`src/rtl/upsample_hold_pkg.sv`:
```
// Shared definitions for the upsample_hold stream stage: parameter defaults,
// counter-width helper and the FSM state type.
package upsample_hold_pkg;

  // Default sample width (signed two's complement, passed through untouched).
  localparam int unsigned OW_DEF  = 14;
  // Default repetition factor; legal range 1..1024.
  localparam int unsigned DEC_DEF = 20;

  // Repetition counter width: $clog2(dec) with a floor of one bit so that
  // DEC=1 and DEC=2 still get a usable counter.
  function automatic int unsigned cnt_width(input int unsigned dec);
    return (dec <= 2) ? 1 : $clog2(dec);
  endfunction

  // IDLE: no sample being emitted. RUN: repeating the current sample.
  typedef enum logic {
    IDLE = 1'b0,
    RUN  = 1'b1
  } state_t;

endpackage

```
`src/rtl/upsample_hold_buf.sv`:
```
// One-entry valid/ready holding register. Accepts a new word in the same cycle
// the held word is unloaded, so a full buffer does not cost a bubble.
// ready_o depends only on the full flag and unload_i, never on valid_i.
module upsample_hold_buf #(
  parameter int unsigned W = 14
) (
  input  logic         clk_i,
  input  logic         rst_n,
  input  logic [W-1:0] data_i,
  input  logic         valid_i,
  output logic         ready_o,
  input  logic         unload_i,
  output logic [W-1:0] data_o,
  output logic         full_o
);

  logic [W-1:0] buf_q;
  logic         full_q;
  logic         accept;

  assign ready_o = !full_q || unload_i;
  assign accept  = valid_i && ready_o;
  assign data_o  = buf_q;
  assign full_o  = full_q;

  // Load on accept (wins over a simultaneous unload, keeping full set);
  // otherwise an unload empties the buffer.
  always_ff @(posedge clk_i or negedge rst_n) begin
    if (!rst_n) begin
      buf_q  <= '0;
      full_q <= 1'b0;
    end else if (accept) begin
      buf_q  <= data_i;
      full_q <= 1'b1;
    end else if (unload_i) begin
      full_q <= 1'b0;
    end
  end

endmodule

```
`src/rtl/upsample_hold.sv`:
```
// upsample_hold: regenerates a full-rate stream from a slow-rate one by
// emitting each accepted sample DEC times. first_o marks the first repetition;
// underflow_o is a sticky flag for a window that ends with nothing buffered.
// Build option UPSAMPLE_HOLD_ZERO_STUFF_EN: zero-stuffing instead of
// zero-order hold (sample on the first repetition only, zero elsewhere).
module upsample_hold
  import upsample_hold_pkg::*;
#(
  parameter int unsigned OW  = OW_DEF,
  parameter int unsigned DEC = DEC_DEF
) (
  input  logic          clk_i,
  input  logic          rst_n,
  input  logic [OW-1:0] data_i,
  input  logic          valid_i,
  output logic          ready_o,
  input  logic          clr_i,
  output logic [OW-1:0] data_o,
  output logic          valid_o,
  output logic          first_o,
  output logic          underflow_o
);

  localparam int unsigned   CW       = cnt_width(DEC);
  localparam logic [CW-1:0] CNT_LAST = CW'(DEC - 1);
  localparam logic [CW-1:0] CNT_ONE  = CW'(1);

  state_t        state_q, state_d;
  logic [CW-1:0] cnt_q, cnt_d;
  logic [OW-1:0] data_q, data_d;
  logic          valid_q, valid_d;
  logic          first_q, first_d;
  logic          under_q, under_d;

  logic [OW-1:0] buf_data;
  logic          buf_full;
  logic          unload;
  logic          win_last;

  upsample_hold_buf #(
    .W (OW)
  ) u_buf (
    .clk_i    (clk_i),
    .rst_n    (rst_n),
    .data_i   (data_i),
    .valid_i  (valid_i),
    .ready_o  (ready_o),
    .unload_i (unload),
    .data_o   (buf_data),
    .full_o   (buf_full)
  );

  assign win_last = (state_q == RUN) && (cnt_q == CNT_LAST);

  // Next-state and output logic; unload is a function of registers only.
  always_comb begin
    state_d = state_q;
    cnt_d   = cnt_q;
    data_d  = data_q;
    valid_d = valid_q;
    first_d = 1'b0;
    under_d = clr_i ? 1'b0 : under_q;
    unload  = 1'b0;

    unique case (state_q)
      IDLE: begin
        valid_d = 1'b0;
        if (buf_full) begin
          unload  = 1'b1;
          data_d  = buf_data;
          valid_d = 1'b1;
          first_d = 1'b1;
          cnt_d   = '0;
          state_d = RUN;
        end
      end
      RUN: begin
        if (win_last) begin
          cnt_d = '0;
          if (buf_full) begin
            // Seamless reload: next window starts with no gap.
            unload  = 1'b1;
            data_d  = buf_data;
            valid_d = 1'b1;
            first_d = 1'b1;
          end else begin
            // Underflow set takes priority over a coincident clr_i.
            under_d = 1'b1;
            valid_d = 1'b0;
            state_d = IDLE;
          end
        end else begin
          cnt_d = cnt_q + CNT_ONE;
`ifdef UPSAMPLE_HOLD_ZERO_STUFF_EN
          data_d = '0;
`else
          data_d = data_q;
`endif
        end
      end
      default: begin
        state_d = IDLE;
        valid_d = 1'b0;
      end
    endcase
  end

  // State, counter and output registers; reset discards any partial window.
  always_ff @(posedge clk_i or negedge rst_n) begin
    if (!rst_n) begin
      state_q <= IDLE;
      cnt_q   <= '0;
      data_q  <= '0;
      valid_q <= 1'b0;
      first_q <= 1'b0;
      under_q <= 1'b0;
    end else begin
      state_q <= state_d;
      cnt_q   <= cnt_d;
      data_q  <= data_d;
      valid_q <= valid_d;
      first_q <= first_d;
      under_q <= under_d;
    end
  end

  assign data_o      = data_q;
  assign valid_o     = valid_q;
  assign first_o     = first_q;
  assign underflow_o = under_q;

endmodule

```
`config.mk`:
```
export PLATFORM = sky130hd
export DESIGN_NAME = upsample_hold
export DESIGN_NICKNAME = d
export VERILOG_FILES = /design/src/rtl/upsample_hold_pkg.sv /design/src/rtl/upsample_hold_buf.sv /design/src/rtl/upsample_hold.sv
export SDC_FILE = /design/constraint.sdc
export NUM_CORES = 1
export LEC_CHECK = 0
export CORE_AREA = 2 2 60 62
export CTS_BUF_LIST = sky130_fd_sc_hd__clkbuf_8
export DETAILED_ROUTE_END_ITERATION = 10
export DIE_AREA = 0 0 62 64
export PLACE_DENSITY = 0.84
export SLEW_MARGIN = 20
export SYNTH_ARGS = -nofsm -noshare
export SYNTH_HDL_FRONTEND = slang
export SYNTH_SLANG_ARGS = --single-unit
export TNS_END_PERCENT = 20
```
`constraint.sdc`:
```
create_clock -name clk_i -period 2.5 [get_ports clk_i]
set_clock_uncertainty 0.1 [all_clocks]
set_input_delay 0.5 -clock clk_i [delete_from_list [all_inputs] [get_ports clk_i]]
set_output_delay 0.5 -clock clk_i [all_outputs]
set_load 0.05 [all_outputs]
```
==> summary.md, run 1 <==
| Metric | Value |
|---|---|
| Slew Viols, Final | `0` |
| Ratio of cells with drive above 1 in the final layout | `28.86%` |
| Fillers | `276` |
| Reg2reg start | `cnt_q[0]` |
| Final worst slack | `0.1412 ns` |
| Vias per inst | `slightly above 5` |
| GPL Wtd Cong | `0.7844` |
| Total Wirelength | `2865 µm` |
| Row count | `21` |
| R2R cell count | `4` |
| Hold WC Path Type | `in -> async` |
| Drt drc | `0` |
| VDD IR-drop max | `364.2 µV` |
| GRT Overall Usage | `around 18%` |
| Inst Count DP | `187` |
| Slew @ Worst Pin | `0.7860 ns` |
| Reg area | `950.9 µm²` |
| Worst setup SP type | `register` |
| Pre-CTS setup slack | `0.4078 ns` |
| Netlist cell types | `25` |
| Area of the multi-input gates | `approximately 630 µm²` |
| RSZ-0062 raised after global routing | `no` |
| Worst hold slack | `0.1851 ns` |
| Largest net degree at the start of global routing | `39` |
| DR WL/cell | `14.69 µm` |
| Seq/Total Area, Yosys | `58.69%` |
| CTS clk-pin slew, worst paths | `0.08 ns` |
| WP data arrival | `1.76 ns` |
| Vias in the first global route | `1077` |
| Crit-path max FO | `6` |
| Diode count | `0` |
| FF-to-FF End | `u_buf.data_o[4]` |
| Final hold viol count | `0` |
| Mapped Nets | `127` |
| Yosys warning total | `0` |
| Area growth syn-to-layout | `29.11%` |
| Crit path required time | `1.90 ns` |
| Adder-Cell Fraction of Synth Area | `0.7722%` |
| CP Class | `reg -> out` |
| Iter 0 DRT Violations | `48` |
| Setup TNS | `0 ns` |
| Die X | `about 62 µm` |
| Max cap viols | `0` |
| Total iterations of the first detailed-routing run | `4` |
| Cts-stage hold buffer count | `0` |
| Die Y-Extent | `64 µm` |
| Max frequency | `424.0 MHz` |
| Initial antenna violation count | `0` |
| Synth Area per Inst | `between 15 and 20 µm²` |
| Pwr Total | `1.471 mW` |
| Hpwl dp | `roughly 2100 µm` |
| Routed Antenna Nets | `0` |
| Crit share post-route | `94.35%` |
| CTS tree | `done` |
| Final Cell Area | `2092 µm²` |
| Post-CTS Resized | `0` |
| # setup viols final | `0` |
| H-tree depth | `2` |
| Final worst path period need | `between 2 and 2.5 ns` |
| Syn Inst Count | `108` |
| Flops & latches, synth | `38` |
| Cell taking the most area after synthesis | `dfrtp_1` |
| Critical Path End Type | `output port` |
| Total CTS buffers | `5` |
| Pleak | `approximately 1 nW` |
| Root Driver | `clkbuf_8` |
| Final #Nets | `167` |
| Slew margin rel. | `between 40% and 50%` |
| Largest cells by area after synthesis | `dfrtp_1 (59%), mux2_4 (17%), mux2_2 (6.9%)` |
| Postcts setup bufs | `0` |
| Final global-route overflow total | `0` |
| Post-synthesis xor/xnor area fraction | `0%` |
| Simple-gate share of the synthesized area | `8.726%` |
| Compound-Gate Fraction of Synth Area | `5.560%` |
| Starting density of the core | `49.33%` |
| Synth top area share | `58.69%` |
| First-pass GRT wire length | `4961 µm` |
| CTS Buffer Depth | `2` |
| Status | `completed` |
| Synth Cell Area | `1620 µm²` |
| Top Metal Used | `met4` |
| Cell Area, Placed | `2001 µm²` |
| Later-pin clock latency in the skew report | `0.29 ns` |
| Die area | `3968 µm²` |
| Fin util | `63.70%` |
| Pwr dens | `703.3 nW/µm²` |
| Largest family of logic cells by synthesized area | `multiplexers` |
| Routed wl met3 | `145 µm` |
| Multiplexer area fraction after synthesis | `23.63%` |
| WL met1 | `roughly 1100 µm` |
| Total number of vias | `991` |
| Num ports | `36` |
| Register-to-register setup slack | `0.41 ns` |
| Final cell count without fillers | `195` |
| Met2 wire len | `1537 µm` |
| CORE AREA | `approximately 3300 µm²` |
| Clock Sink Count | `38` |
| I/O Buffers | `35` |
[flip-flops by register name, indices dropped and copies added, names as in the netlist]
name,count
underflow_o,1
u_buf.full_o,1
valid_o,1
state_q,1
u_buf.data_o,14
cnt_q,5
data_o,14
first_o,1
[cells in the final DEF (no fill, tap or decap), types with 2 or more instances in the layout]
cell type	netlist	final
dfrtp_1	38	38
clkdlybuf4s50_1	0	33
mux2_4	18	18
mux2_2	10	10
nand2_1	6	6
clkbuf_8	0	6
inv_1	4	5
nand2b_1	5	5
o21ai_0	5	5
o21ai_4	2	2
nand3_1	2	2
a21o_1	2	2
buf_4	0	2
[worst max-delay path, cell delays in order, from the launching register on]
cell	delay, ns
dfrtp_1	0.42
ha_1	0.27
and4bb_4	0.26
or2_2	0.32
buf_4	0.20
[cell usage after synthesis]
cell type,instances
o211ai_1,1
mux2_2,10
o21ai_4,2
buf_6,2
a211o_2,1
nor3b_1,1
ha_1,1
nor4_1,1
and3b_1,1
and2b_1,1
and3_1,1
inv_1,4
buf_2,1
nand2b_1,5
dfrtp_1,38
nor2_1,1
a21o_1,2
or2b_1,1
o21ai_0,5
mux2_4,18
nand3_1,2
nand3b_1,1
or2_2,1
nand2_1,6
and4bb_4,1
[cell type report]
cell class | instances | area share [%]
flip-flops and latches | 38 | 45.45
clock buffers | 6 | 3.947
repair buffers | 36 | 16.75
well taps | 46 | 2.751
multi-input cells | 63 | 29.96
inverters | 4 | 0.7177
clock inverters | 2 | 0.4187
[cells by family (layout without fill, tap and decap cells)]
group,Yosys count,in the layout
AOI/OAI and AO/OA,11,11
DFF,38,38
muxes,28,28
buffers and inverters,7,48
adders and majority gates,1,1
and+or+nand+nor,23,23
[power by group]
group	internal [mW]	switching, mW
sequential	0.685	0.0406
combinational	0.153	0.170
clock	0.218	0.205
[worst max path at each step]
stage / from / to / cells after the start
final: cnt_q[0] / ready_o / 4
after global routing: cnt_q[0] / ready_o / 4
after CTS: cnt_q[0] / ready_o / 4
after detailed placement: cnt_q[0] / u_buf.data_o[4] / 4
after global placement: cnt_q[0] / u_buf.data_o[5] / 4
after floorplan: cnt_q[0] / ready_o / 3
[routing by layer]
layer	vias up	track usage, %
met5	-	0
met4	0	6.383
met3	6	6.275
met2	34	28.78
met1	501	20.40
li1	450	-
Note: power is estimated with default switching activity, not from simulation.
==> run 2: changes to the inputs <==
--- a/config.mk
+++ b/config.mk
@@ -5,11 +5,12 @@
 export SDC_FILE = /design/constraint.sdc
 export NUM_CORES = 1
 export LEC_CHECK = 0
-export CORE_AREA = 2 2 60 62
+export CORE_AREA = 2 2 62 64
 export CTS_BUF_LIST = sky130_fd_sc_hd__clkbuf_8
 export DETAILED_ROUTE_END_ITERATION = 10
-export DIE_AREA = 0 0 62 64
-export PLACE_DENSITY = 0.84
+export DIE_AREA = 0 0 64 66
+export PLACE_DENSITY = 0.8
+export SKIP_CTS_REPAIR_TIMING = 1
 export SLEW_MARGIN = 20
 export SYNTH_ARGS = -nofsm -noshare
 export SYNTH_HDL_FRONTEND = slang
==> run 2 against run 1 <==
Worst hold slack gained 0.013 ns. Clock-buffer cell count is 1 lower. Largest power group unchanged. Combinational power hardly changed.
==> summary.md, run 2 (synthesis results as in run 1) <==
| Metric | Value |
|---|---|
| Status | `completed` |
| Slew margin rel. | `46.65% (-0.95 points)` |
| VDD IR-drop max | `405.6 µV (+11%)` |
| Vias in the first global route | `1015 (-5.8%)` |
| Die X | `64 µm (+3.2%)` |
| WP data arrival | `1.72 ns (-0.04 ns)` |
| Register-to-register setup slack | `0.42 ns (about the same)` |
| Routed Antenna Nets | `0 (unchanged)` |
| FF-to-FF End | `u_buf.data_o[13]` |
| Clock Sink Count | `38 (unchanged)` |
| Final worst path period need | `2.323 ns (-0.03588 ns)` |
| Die area | `4224 µm² (+6.5%)` |
| Final #Nets | `167 (unchanged)` |
| Cell Area, Placed | `2003 µm² (+0.12%)` |
| First-pass GRT wire length | `4788 µm (-3.5%)` |
| Most frequent cells in the layout | `dfrtp_1 (38), clkdlybuf4s50_1 (33), mux2_4 (18), mux2_2 (10)` |
| H-tree depth | `2 (unchanged)` |
| Diode count | `0 (unchanged)` |
| Ratio of cells with drive above 1 in the final layout | `27.70% (-1.2 points)` |
| Drt drc | `0 (unchanged)` |
| Pwr dens | `687.1 nW/µm² (-2.3%)` |
| Area growth syn-to-layout | `28.34%` |
| Worst setup SP type | `register` |
| Total iterations of the first detailed-routing run | `4 (unchanged)` |
| Max cap viols | `0 (unchanged)` |
| Pleak | `0.9908 nW (-0.58%)` |
| I/O Buffers | `35 (unchanged)` |
| Crit share post-route | `92.91% (-1.4 points)` |
| Max frequency | `430.5 MHz (+1.5%)` |
| DR WL/cell | `14.94 µm (+1.7%)` |
| Total number of vias | `962 (-2.9%)` |
| Crit-path max FO | `6 (unchanged)` |
| GRT Overall Usage | `15.87% (-1.6 points)` |
| Hold WC Path Type | `in -> async` |
| Row count | `22 (+4.8%)` |
| Iter 0 DRT Violations | `11 (-77%)` |
| Hpwl dp | `2134 µm (+0.15%)` |
| GPL Wtd Cong | `0.7691 (-2.0%)` |
| Starting density of the core | `45.63% (-3.7 points)` |
| R2R cell count | `4 (unchanged)` |
| Num ports | `36 (unchanged)` |
| CORE AREA | `3551 µm² (+8.1%)` |
| Total CTS buffers | `5 (unchanged)` |
| Setup TNS | `0 ns (unchanged)` |
| CTS clk-pin slew, worst paths | `0.07 ns (about the same)` |
| CTS Buffer Depth | `2 (unchanged)` |
| Root Driver | `clkbuf_8` |
| Fillers | `299 (+8.3%)` |
| Slew @ Worst Pin | `0.8002 ns (+0.01425 ns)` |
| Critical Path End Type | `output port` |
| Die Y-Extent | `66 µm (+3.1%)` |
| Reg2reg start | `cnt_q[0]` |
| Later-pin clock latency in the skew report | `0.29 ns (about the same)` |
| Most common cell after layout, fill and taps aside | `dfrtp_1` |
| CP Class | `reg -> out` |
| Final hold viol count | `0 (unchanged)` |
| Crit path required time | `1.90 ns (about the same)` |
| Final Cell Area | `2079 µm² (-0.60%)` |
| CTS tree | `done` |
| Largest net degree at the start of global routing | `39 (unchanged)` |
| Area of the multi-input gates | `626.9 µm² (unchanged)` |
| Final global-route overflow total | `0 (unchanged)` |
| RSZ-0062 raised after global routing | `no` |
| Slew Viols, Final | `0 (unchanged)` |
| Total Wirelength | `2929 µm (+2.2%)` |
| Vias per inst | `4.908 (-3.4%)` |
| # setup viols final | `0 (unchanged)` |
| Reg area | `950.9 µm² (unchanged)` |
| Initial antenna violation count | `0 (unchanged)` |
run 2: how the worst max path moves through the flow:
stage,start,to,slack [ns],cells past startpoint
after floorplan,cnt_q[0],ready_o,0.61,3
after global placement,cnt_q[0],u_buf.data_o[13],0.49,4
after detailed placement,cnt_q[0],u_buf.data_o[5],0.42,4
after CTS,cnt_q[0],ready_o,0.16,4
after global routing,cnt_q[0],ready_o,0.11,4
final,cnt_q[0],ready_o,0.18,4
run 2: layout make-up:
| class | instances | area share, % |
|---|---|---|
| timing repair buffer | 36 | 16.85 |
| tap | 48 | 2.888 |
| inverter | 4 | 0.7220 |
| multi-input combinational | 63 | 30.14 |
| clock inverter | 2 | 0.3610 |
| sequential | 38 | 45.73 |
| clock buffer | 5 | 3.309 |
run 2: routing by layer:
layer / vias to the layer above / part of all wire (%) / GRT usage [%]
met3: 7 / 6.8 / 5.281
li1: 451 / - / -
met1: 474 / 43 / 19.55
met2: 30 / 48 / 24.09
met5: - / 0 / 0
met4: 0 / 1.5 / 9.783
run 2: through the flow:
stage | total power, mW | util (%) | instances | setup slack (ns) | hold slack (ns)
3_3_place_gp | 1.052 | 56.41 | 189 | 0.4910 | 0.3875
3_5_place_dp | 1.063 | 56.41 | 189 | 0.4239 | 0.3847
6_report | 1.429 | 58.56 | 196 | 0.1771 | 0.1981
4_1_cts | 1.445 | 58.56 | 196 | 0.1650 | 0.2254
5_1_grt | 1.495 | 58.56 | 196 | 0.1123 | 0.2689
2_1_floorplan | 0.9332 | - | 108 | 0.6106 | 0.1044
run 2: critical path, stage by stage, from the launching register on:
cell and delay, ns:
dfrtp_1 0.41, ha_1 0.26, and4bb_4 0.26, or2_2 0.31, buf_4 0.19
run 2: power by group:
part / internal, mW / switching, mW / leakage, nW
Sequential: 0.685 / 0.0415 / 0.450
Clock: 0.183 / 0.196 / 0.0466
Combinational: 0.153 / 0.170 / 0.494
